[config.mk]
export PLATFORM = sky130hd
export DESIGN_NAME = decode_ctrl_stage_flat
export DESIGN_NICKNAME = d
export VERILOG_FILES = /design/src/rtl/decode_ctrl_stage_if.sv /design/src/rtl/decode_ctrl_stage.sv /design/src/flat_wrapper.sv
export SDC_FILE = /design/constraint.sdc
export NUM_CORES = 1
export LEC_CHECK = 0
export ABC_AREA = 1
export BUFFER_PORTS_ARGS = -buffer_cell sky130_fd_sc_hd__buf_2
export CORE_UTILIZATION = 43
export DETAILED_ROUTE_END_ITERATION = 12
export GPL_ROUTABILITY_DRIVEN = 1
export GPL_TIMING_DRIVEN = 1
export PLACE_DENSITY = 0.77
export SLEW_MARGIN = 20
export SYNTH_ARGS = -nofsm -noshare
export SYNTH_HDL_FRONTEND = slang
export SYNTH_SLANG_ARGS = --single-unit
export TNS_END_PERCENT = 20
[constraint.sdc]
create_clock -name clk -period 1.9 [get_ports clk]
set_input_delay 0.38 -clock clk [delete_from_list [all_inputs] [get_ports clk]]
set_output_delay 0.38 -clock clk [all_outputs]
set_load 0.01 [all_outputs]
[src/rtl/decode_ctrl_stage_if.sv]
`default_nettype none
// ============================================================================
//  Module      : decode_ctrl_stage_if
//  Description : Bundle of ID-stage inputs, branch squash, stall/md_done and
//                the registered ID/EX control outputs of decode_ctrl_stage.
//                The master modport belongs to the surrounding pipeline and
//                the slave modport belongs to the control stage.
//  Revision    : 1.0 - initial release
// ============================================================================
interface decode_ctrl_stage_if;
  // ID-stage instruction fields
  logic       id_valid;
  logic [6:0] id_opcode;
  logic       id_funct7_b0;
  logic [4:0] id_rs1;
  logic [4:0] id_rs2;
  logic [4:0] id_rd;
  // Branch/jump resolved taken in EX
  logic       ex_flush;
  // Stage status
  logic       stall;
  logic       md_done;
  // ID/EX control register
  logic       ex_valid;
  logic       ex_alusrc;
  logic       ex_memtoreg;
  logic       ex_regwrite;
  logic       ex_memread;
  logic       ex_memwrite;
  logic       ex_branch;
  logic       ex_jalrsel;
  logic       ex_jump;
  logic       ex_lui;
  logic       ex_auipc;
  logic       ex_md;
  logic [1:0] ex_aluop;
  logic [4:0] ex_rd;

  modport master (
    output id_valid, id_opcode, id_funct7_b0, id_rs1, id_rs2, id_rd, ex_flush,
    input  stall, md_done,
    input  ex_valid, ex_alusrc, ex_memtoreg, ex_regwrite, ex_memread, ex_memwrite,
    input  ex_branch, ex_jalrsel, ex_jump, ex_lui, ex_auipc, ex_md, ex_aluop, ex_rd
  );

  modport slave (
    input  id_valid, id_opcode, id_funct7_b0, id_rs1, id_rs2, id_rd, ex_flush,
    output stall, md_done,
    output ex_valid, ex_alusrc, ex_memtoreg, ex_regwrite, ex_memread, ex_memwrite,
    output ex_branch, ex_jalrsel, ex_jump, ex_lui, ex_auipc, ex_md, ex_aluop, ex_rd
  );
endinterface
`default_nettype wire

[src/rtl/decode_ctrl_stage.sv]
`default_nettype none
// ============================================================================
//  Module      : decode_ctrl_stage
//  Description : Main-control decode with ID/EX control register, load-use
//                bubble insertion, branch/jump squash and multi-cycle
//                M-extension sequencing (front-end stall for MD_LATENCY).
//                Optional feature macro: DECODE_CTRL_MULDIV_EN
//                  defined   -> M-op detection, busy counter, md_done
//                  undefined -> M opcodes behave as plain 1-cycle R-type
//  Revision    : 1.0 - initial release
// ============================================================================
module decode_ctrl_stage #(
  parameter int MD_LATENCY = 4      // cycles an M op occupies EX, 1..16
) (
  input  wire logic           clk,
  input  wire logic           reset,
  decode_ctrl_stage_if.slave  bus
);

  localparam logic [6:0] c_OP_R     = 7'b0110011;
  localparam logic [6:0] c_OP_LOAD  = 7'b0000011;
  localparam logic [6:0] c_OP_STORE = 7'b0100011;
  localparam logic [6:0] c_OP_BR    = 7'b1100011;
  localparam logic [6:0] c_OP_I     = 7'b0010011;
  localparam logic [6:0] c_OP_JAL   = 7'b1101111;
  localparam logic [6:0] c_OP_JALR  = 7'b1100111;
  localparam logic [6:0] c_OP_LUI   = 7'b0110111;
  localparam logic [6:0] c_OP_AUIPC = 7'b0010111;

  typedef struct packed {
    logic       valid;
    logic       alusrc;
    logic       memtoreg;
    logic       regwrite;
    logic       memread;
    logic       memwrite;
    logic       branch;
    logic       jalrsel;
    logic       jump;
    logic       lui;
    logic       auipc;
    logic       md;
    logic [1:0] aluop;
    logic [4:0] rd;
  } ctrl_t;

  localparam ctrl_t c_BUBBLE = '0;

  logic  w_is_r, w_is_load, w_is_store, w_is_br, w_is_i;
  logic  w_is_jal, w_is_jalr, w_is_lui, w_is_auipc;
  logic  w_known, w_rs2_used, w_md_bit, w_load_use, w_md_busy;
  ctrl_t w_dec;
  ctrl_t r_ctrl;

  assign w_is_r     = (bus.id_opcode == c_OP_R);
  assign w_is_load  = (bus.id_opcode == c_OP_LOAD);
  assign w_is_store = (bus.id_opcode == c_OP_STORE);
  assign w_is_br    = (bus.id_opcode == c_OP_BR);
  assign w_is_i     = (bus.id_opcode == c_OP_I);
  assign w_is_jal   = (bus.id_opcode == c_OP_JAL);
  assign w_is_jalr  = (bus.id_opcode == c_OP_JALR);
  assign w_is_lui   = (bus.id_opcode == c_OP_LUI);
  assign w_is_auipc = (bus.id_opcode == c_OP_AUIPC);

  assign w_known    = w_is_r | w_is_load | w_is_store | w_is_br | w_is_i |
                      w_is_jal | w_is_jalr | w_is_lui | w_is_auipc;
  assign w_rs2_used = w_is_r | w_is_store | w_is_br;

`ifdef DECODE_CTRL_MULDIV_EN
  localparam int CNT_W = $clog2(MD_LATENCY + 1);

  logic [CNT_W-1:0] r_cnt;

  assign w_md_bit    = bus.id_funct7_b0;
  assign w_md_busy   = (r_cnt != '0);
  assign bus.md_done = r_ctrl.valid & r_ctrl.md & (r_cnt == '0);

  // Busy counter: IDLE when zero; an M op entering EX preloads the remaining
  // occupancy, then it counts down while the front end is held.
  always_ff @(posedge clk) begin
    if (reset) begin
      r_cnt <= '0;
    end else if (bus.ex_flush) begin
      r_cnt <= '0;
    end else if (w_md_busy) begin
      r_cnt <= r_cnt - CNT_W'(1);
    end else if (!w_load_use && w_dec.md) begin
      r_cnt <= CNT_W'(MD_LATENCY - 1);
    end
  end
`else
  logic w_unused;

  // funct7 bit 0 and the latency are meaningless without the M unit
  assign w_unused    = ^{bus.id_funct7_b0, MD_LATENCY};
  assign w_md_bit    = 1'b0;
  assign w_md_busy   = 1'b0;
  assign bus.md_done = 1'b0;
`endif

  // Load-use: the load now in EX writes a register this ID instruction reads
  assign w_load_use = bus.id_valid & r_ctrl.valid & r_ctrl.memread &
                      (r_ctrl.rd != 5'd0) &
                      ((r_ctrl.rd == bus.id_rs1) |
                       (w_rs2_used & (r_ctrl.rd == bus.id_rs2)));

  // Flush overrides every stall source so the squashed slot drains at once
  assign bus.stall = ~bus.ex_flush & (w_md_busy | w_load_use);

  // Opcode decode into the control bundle; invalid or unknown -> bubble
  always_comb begin
    w_dec = c_BUBBLE;
    if (bus.id_valid && w_known) begin
      w_dec.valid    = 1'b1;
      w_dec.alusrc   = w_is_load | w_is_store | w_is_i | w_is_jalr | w_is_lui | w_is_auipc;
      w_dec.regwrite = w_is_r | w_is_load | w_is_i | w_is_jal | w_is_jalr | w_is_lui | w_is_auipc;
      w_dec.memtoreg = w_is_load;
      w_dec.memread  = w_is_load;
      w_dec.memwrite = w_is_store;
      w_dec.branch   = w_is_br;
      w_dec.jump     = w_is_jal;
      w_dec.jalrsel  = w_is_jalr;
      w_dec.lui      = w_is_lui;
      w_dec.auipc    = w_is_auipc;
      w_dec.md       = w_is_r & w_md_bit;
      w_dec.rd       = bus.id_rd;
      if (w_is_br)
        w_dec.aluop = 2'b01;
      else if (w_is_r || w_is_i)
        w_dec.aluop = 2'b10;
      else if (w_is_lui || w_is_auipc)
        w_dec.aluop = 2'b11;
      else
        w_dec.aluop = 2'b00;
    end
  end

  // ID/EX control register: reset, flush, M-op hold, load-use bubble, decode
  always_ff @(posedge clk) begin
    if (reset) begin
      r_ctrl <= c_BUBBLE;
    end else if (bus.ex_flush) begin
      r_ctrl <= c_BUBBLE;
    end else if (w_md_busy) begin
      r_ctrl <= r_ctrl;
    end else if (w_load_use) begin
      r_ctrl <= c_BUBBLE;
    end else begin
      r_ctrl <= w_dec;
    end
  end

  assign bus.ex_valid    = r_ctrl.valid;
  assign bus.ex_alusrc   = r_ctrl.alusrc;
  assign bus.ex_memtoreg = r_ctrl.memtoreg;
  assign bus.ex_regwrite = r_ctrl.regwrite;
  assign bus.ex_memread  = r_ctrl.memread;
  assign bus.ex_memwrite = r_ctrl.memwrite;
  assign bus.ex_branch   = r_ctrl.branch;
  assign bus.ex_jalrsel  = r_ctrl.jalrsel;
  assign bus.ex_jump     = r_ctrl.jump;
  assign bus.ex_lui      = r_ctrl.lui;
  assign bus.ex_auipc    = r_ctrl.auipc;
  assign bus.ex_md       = r_ctrl.md;
  assign bus.ex_aluop    = r_ctrl.aluop;
  assign bus.ex_rd       = r_ctrl.rd;

endmodule
`default_nettype wire

[src/flat_wrapper.sv]
// flat-port wrapper written by rule: the top's interface ports become plain ports
module decode_ctrl_stage_flat 
#(
  parameter int MD_LATENCY = 4                                          
)
  (clk, reset, bus_id_valid, bus_id_opcode, bus_id_funct7_b0, bus_id_rs1, bus_id_rs2, bus_id_rd, bus_ex_flush, bus_stall, bus_md_done, bus_ex_valid, bus_ex_alusrc, bus_ex_memtoreg, bus_ex_regwrite, bus_ex_memread, bus_ex_memwrite, bus_ex_branch, bus_ex_jalrsel, bus_ex_jump, bus_ex_lui, bus_ex_auipc, bus_ex_md, bus_ex_aluop, bus_ex_rd);
  decode_ctrl_stage_if bus_i ();
  input  wire logic clk;
  input  wire logic reset;
  input wire logic [$bits(bus_i.id_valid)-1:0] bus_id_valid;
  input wire logic [$bits(bus_i.id_opcode)-1:0] bus_id_opcode;
  input wire logic [$bits(bus_i.id_funct7_b0)-1:0] bus_id_funct7_b0;
  input wire logic [$bits(bus_i.id_rs1)-1:0] bus_id_rs1;
  input wire logic [$bits(bus_i.id_rs2)-1:0] bus_id_rs2;
  input wire logic [$bits(bus_i.id_rd)-1:0] bus_id_rd;
  input wire logic [$bits(bus_i.ex_flush)-1:0] bus_ex_flush;
  output wire logic [$bits(bus_i.stall)-1:0] bus_stall;
  output wire logic [$bits(bus_i.md_done)-1:0] bus_md_done;
  output wire logic [$bits(bus_i.ex_valid)-1:0] bus_ex_valid;
  output wire logic [$bits(bus_i.ex_alusrc)-1:0] bus_ex_alusrc;
  output wire logic [$bits(bus_i.ex_memtoreg)-1:0] bus_ex_memtoreg;
  output wire logic [$bits(bus_i.ex_regwrite)-1:0] bus_ex_regwrite;
  output wire logic [$bits(bus_i.ex_memread)-1:0] bus_ex_memread;
  output wire logic [$bits(bus_i.ex_memwrite)-1:0] bus_ex_memwrite;
  output wire logic [$bits(bus_i.ex_branch)-1:0] bus_ex_branch;
  output wire logic [$bits(bus_i.ex_jalrsel)-1:0] bus_ex_jalrsel;
  output wire logic [$bits(bus_i.ex_jump)-1:0] bus_ex_jump;
  output wire logic [$bits(bus_i.ex_lui)-1:0] bus_ex_lui;
  output wire logic [$bits(bus_i.ex_auipc)-1:0] bus_ex_auipc;
  output wire logic [$bits(bus_i.ex_md)-1:0] bus_ex_md;
  output wire logic [$bits(bus_i.ex_aluop)-1:0] bus_ex_aluop;
  output wire logic [$bits(bus_i.ex_rd)-1:0] bus_ex_rd;
  assign bus_i.id_valid = bus_id_valid;
  assign bus_i.id_opcode = bus_id_opcode;
  assign bus_i.id_funct7_b0 = bus_id_funct7_b0;
  assign bus_i.id_rs1 = bus_id_rs1;
  assign bus_i.id_rs2 = bus_id_rs2;
  assign bus_i.id_rd = bus_id_rd;
  assign bus_i.ex_flush = bus_ex_flush;
  assign bus_stall = bus_i.stall;
  assign bus_md_done = bus_i.md_done;
  assign bus_ex_valid = bus_i.ex_valid;
  assign bus_ex_alusrc = bus_i.ex_alusrc;
  assign bus_ex_memtoreg = bus_i.ex_memtoreg;
  assign bus_ex_regwrite = bus_i.ex_regwrite;
  assign bus_ex_memread = bus_i.ex_memread;
  assign bus_ex_memwrite = bus_i.ex_memwrite;
  assign bus_ex_branch = bus_i.ex_branch;
  assign bus_ex_jalrsel = bus_i.ex_jalrsel;
  assign bus_ex_jump = bus_i.ex_jump;
  assign bus_ex_lui = bus_i.ex_lui;
  assign bus_ex_auipc = bus_i.ex_auipc;
  assign bus_ex_md = bus_i.ex_md;
  assign bus_ex_aluop = bus_i.ex_aluop;
  assign bus_ex_rd = bus_i.ex_rd;
  decode_ctrl_stage #(.MD_LATENCY(MD_LATENCY)) u_core (.clk(clk), .reset(reset), .bus(bus_i));
endmodule
Yosys cells after proc, flatten, opt, wreduce, memory -nomap -nowiden
Index checks and enable logic that the tools add are counted.

operators by class
  eq/ne operators = 11
  multiplexer cells = 4
  bitwise operators = 29
  reductions and logical operators = 7

operators with widths
  operator                                             count
  equality test 7 x 6 -> 1 bit, second input constant  3
  equality test 7 bit, second input constant           3
  bitwise OR 1 bit                                     21
  two-way mux 19 bit                                   1
  equality test 7 x 5 -> 1 bit, second input constant  2
  equality test 5 bit                                  2
  equality test 7 x 2 -> 1 bit, second input constant  1
  AND 1 bit                                            6
  two-way mux 2 bit                                    3
  nonzero test 5 bit                                   1
  OR reduction 5 bit                                   1
  OR reduction 4 bit                                   1
  OR reduction 3 bit                                   1
  logical OR 1 bit                                     2
  NOT 1 bit                                            2
  logical AND 1 bit                                    1

word-level totals
  flip-flop bits (word level) = 18
  bits of input ports = 27
  output and inout port bits = 21

Depth between registers and ports, before layout
  word-level depth = 12
  gate-level depth with buffers = 11
  depth with buffers taken out = 10

Worst setup path after synthesis
OpenSTA, ideal clock, no wires.

  path type = input port to output port
  from = input bus_id_opcode[1]
  to = output bus_stall
  data arrival time = 1.134 ns
  data required time = 1.520 ns
  slack = 0.386 ns
  stages on the path = 8
  cell sequence = nand2_1 inv_1 nand2_2 a21oi_2 nand3_1 nand2_1 nand2_1 nor2_1

between the ends
  word-level cells in the longest chain between the ends = 7

RTL lines
  item                                                    RTL line                                          source
  start: declaration                                      flat_wrapper.sv:11                                input wire logic [$bits(bus_i.id_opcode)-1:0] bus_id_opcode;
  equality test 7 x 6 -> 1 bit, on equally long branches  decode_ctrl_stage.sv:55, decode_ctrl_stage.sv:57
  bitwise OR 1 bit                                        decode_ctrl_stage.sv:67                           assign w_rs2_used = w_is_r | w_is_store | w_is_br;
  bitwise OR 1 bit (*)                                    decode_ctrl_stage.sv:67
  AND 1 bit (*)                                           decode_ctrl_stage.sv:105                          (w_rs2_used & (r_ctrl.rd == bus.id_rs2)));
  bitwise OR 1 bit (*)                                    decode_ctrl_stage.sv:104                          ((r_ctrl.rd == bus.id_rs1) |
  AND 1 bit (*)                                           decode_ctrl_stage.sv:103                          (r_ctrl.rd != 5'd0) &
  AND 1 bit (*)                                           decode_ctrl_stage.sv:108                          assign bus.stall = ~bus.ex_flush & (w_md_busy | w_load_use);
  end: declaration                                        flat_wrapper.sv:17                                output wire logic [$bits(bus_i.stall)-1:0] bus_stall;

Every way passes the cells marked *; elsewhere a longest branch is shown, timed or not.

Worst setup path in the final report
  from = register u_core.r_ctrl (netlist bit u_core.bus.ex_rd[1])
  to = output bus_stall

between the ends
  word-level cells in the longest chain between the ends = 5

RTL lines
  item                      RTL line                  source
  start: declaration        decode_ctrl_stage.sv:53   ctrl_t r_ctrl;
  start signal: assignment  decode_ctrl_stage.sv:141  r_ctrl <= c_BUBBLE;
  start signal: assignment  decode_ctrl_stage.sv:143  r_ctrl <= c_BUBBLE;
  start signal: assignment  decode_ctrl_stage.sv:145  r_ctrl <= r_ctrl;
  equality test 5 bit       decode_ctrl_stage.sv:105
  AND 1 bit                 decode_ctrl_stage.sv:105
  bitwise OR 1 bit          decode_ctrl_stage.sv:104
  AND 1 bit (*)             decode_ctrl_stage.sv:103
  AND 1 bit (*)             decode_ctrl_stage.sv:108

Marked as above.

==> impl_metrics.ini <==
[worst_setup_path]
cp_max_fo = 5
crit_type = flip-flop to output pin
crit_required_ns = 1.52
worst-r2r-cell-count = 8
cp_top_family = simple AND/OR/NAND/NOR gates
cp-start-kind = flip-flop
r2r-end = u_core.bus.ex_memwrite$_SDFF_PP0_
reg2reg_from = u_core.bus.ex_rd[1]$_SDFF_PP0_
max_stage_delay_ns = 0.35
r2r_slack_ns = 0.47
worstPathCellList = or2_0 > a21oi_1 > nand3_1 > nand2_1 > nand2_2 > nor2_1 > buf_2
cp_slowest_cell = dfxtp_2
cp-end-kind = output pin
worstPathArrival_ns = 1.42
critical_path_buf_inv_count = 1

[global_routing]
grt_use_total = 0.138
grt_max_degree = 18
overflow = 0
grtUsageMet3 = 0.0377
grtUsageMet2 = 0.273
globalRoute.busiestLayer = met2
antenna_found_initial = 0
met1_usage = 0.126
grt_first_pass_wirelength_um = 2180
grt_pass1_vias = 635

[routing]
drt_iter0_markers = 10
drcViolationCount = 0
wl_per_cell_um = 8.76
drt.antenna.violating_nets = 0
drt-pass1-iter-count = 4
vias_per_cell = 4.45
drt-total-wl_um = 1710
num_vias = 868

[sta]
hold_slack_ns = 0.291
fmax_ghz = 0.555
setup_viol = 0
timing.final.crit_share = 0.948
hold_viol_final = 0
skew_ns = 0.00949
layout_min_cycle_time_ns = 1.80
finalMaxSlewViolations = 0
fin_ws_ns = 0.0981

[yosys]
syn_inst = 122
synth_area_leader_cell = dfxtp_1
synth_top_area_frac = 0.379
ys_top_cells_by_area = dfxtp_1 38%, nand2_1 8.4%, nor2_1 7.5%, inv_1 7.1%, nor2_2 6.3%
ys_types = 26
avgSynthCellArea_um2 = 7.36
syn_area_um2 = 898
yosysWarnings = 0
seq_area_frac_synth = 0.379
ys_ff_latch = 17

[clock_network]
ctsHoldBuffers = 0
path_clk_slew_ns = 0.09
clock-sinks = 17
clock_latency_ns = 0.29
cts_buffers = 3
htree_levels = 1
root_buffer = clkbuf_4
clockBufferDepth = 2
tritoncts = yes

[layout]
final_cells = 195
seq_area_um2 = 345
n_antenna_cell = 0
multi_input_area_um2 = 443
drive_gt1_frac = 0.446
synthToLayoutAreaGrowth_pct = 28.7
fin_nets = 196
fillers = 199
final_util = 0.589

[pwr]
ir_drop_mv = 0.298
p_switching_mw = 0.154
switching_share = 0.248
p_leak_nw = 0.629
combPwrFrac = 0.123
powerDensity_nw_per_um2 = 539
pwr-share-seq = 0.574
p_clk_frac = 0.303
p_int_mw = 0.469

[die]
fp.coreArea_um2 = 1960
num_io_pins = 48
fp.dieW_um = 47.7
start_util = 0.458
fp.dieH_um = 47.7
num_rows = 16
design.die.area_um2 = 2280

[placement]
dpl_worst_slack_ns = 0.171
routabilityCongestion = 0.809
dp.cells = 190
port_buffers = 44
dp_hpwl_um = 1380

[hold_path]
min_delay_path_depth = 3
holdCritStartpoint = bus_id_rd[1]
hp-class = input pin to flip-flop
hold_end = u_core.bus.ex_rd[1]$_SDFF_PP0_

[status]
status = complete, no violations

[run]
max_cap_viol_count = 0
-- layout make-up --
cell class	count	share of cell area
well taps	27	0.0292
inverters	21	0.0682
clock inverters	1	0.00433
clock buffers	3	0.0195
flip-flops and latches	17	0.299
repair buffers	45	0.197
multi-input cells	81	0.383
-- power by group through the flow --
| stage | Sequential [mW] | Clock, mW | Combinational (mW) |
|---|---|---|---|
| after floorplan | 0.366 | 0 | 0.0418 |
| after global placement | 0.366 | 0 | 0.0730 |
| after detailed placement | 0.366 | 0 | 0.0758 |
| after CTS | 0.357 | 0.196 | 0.0764 |
| after global routing | 0.358 | 0.208 | 0.0853 |
| final | 0.357 | 0.189 | 0.0766 |
-- metrics by stage --
stage,cell area [µm²],setup TNS (ns),power [mW]
floorplan,902,0,0.408
global placement,1110,0,0.439
detailed placement,1110,0,0.441
CTS,1140,0,0.630
global route,1160,-0.0181,0.651
finish,1160,0,0.623
-- flip-flops by register name (all words and copies together) (netlist names) --
register and count:
u_core.bus.ex_alusrc 1, u_core.bus.ex_auipc 1, u_core.bus.ex_branch 1, u_core.bus.ex_regwrite 1, u_core.bus.ex_valid 1, u_core.bus.ex_rd 5, u_core.bus.ex_memtoreg 1, u_core.bus.ex_aluop 2
u_core.bus.ex_jump 1, u_core.bus.ex_jalrsel 1, u_core.bus.ex_lui 1, u_core.bus.ex_memwrite 1
-- metal layers --
metal  up-vias  part of all wire
li1        451                 -
met1       374              0.42
met2        41              0.49
met3         2             0.087
met4         0            0.0047
met5         -                 0
-- logic make-up after synthesis --
logic type	Yosys count	share of synthesized area
AO/OA/AOI/OAI	5	0.0320
flip-flops	17	0.379
XOR/XNOR	7	0.0682
buffers and inverters	25	0.135
other	1	0.00417
AND/OR/NAND/NOR	67	0.382
-- synthesized netlist by cell type, drive strengths merged --
cell type,count
nor2,29
nand2,24
inv,20
dfxtp,17
nand3,6
xor2,5
buf,4
nor3,4
a21oi,3
nand4,2
o21ai,2
xnor2,2
and3,1
clkinv,1
conb,1
or2,1
-- timing repair --
item / 4_1_cts / 5_1_grt
gates resized for setup: 0 / 5
endpoints found under the setup margin: 0 / 1
buffers inserted: 0 / 1
-- how the worst max path moves through the flow --
stage	start	to	depth (start not counted)
2_1_floorplan	bus_id_opcode[1]	bus_stall	8
3_3_place_gp	bus_id_opcode[3]	bus_stall	9
3_5_place_dp	bus_id_opcode[0]	bus_stall	10
4_1_cts	u_core.bus.ex_rd[1]$_SDFF_PP0_	bus_stall	7
5_1_grt	u_core.bus.ex_rd[1]$_SDFF_PP0_	bus_stall	7
6_report	u_core.bus.ex_rd[1]$_SDFF_PP0_	bus_stall	7
-- placed cells by master (no fill, tap or decap), drive strengths merged, types with 3 or more instances in the layout --
cell / instances
buf: 45
nor2: 29
nand2: 24
inv: 20
dfxtp: 17
nand3: 6
xor2: 5
nor3: 4
clkbuf: 3
a21oi: 3
-- worst reg2reg max path, stage by stage, from the launching register on --
cell and delay (ns):
dfxtp_2 0.35, or2_0 0.19, a21oi_1 0.15, nand3_1 0.09, nand2_1 0.08, nand2_2 0.06, buf_4 0.13, nand2_4 0.20
nor2_1 0.07
No activity file was read; power rests on OpenSTA's default activity.
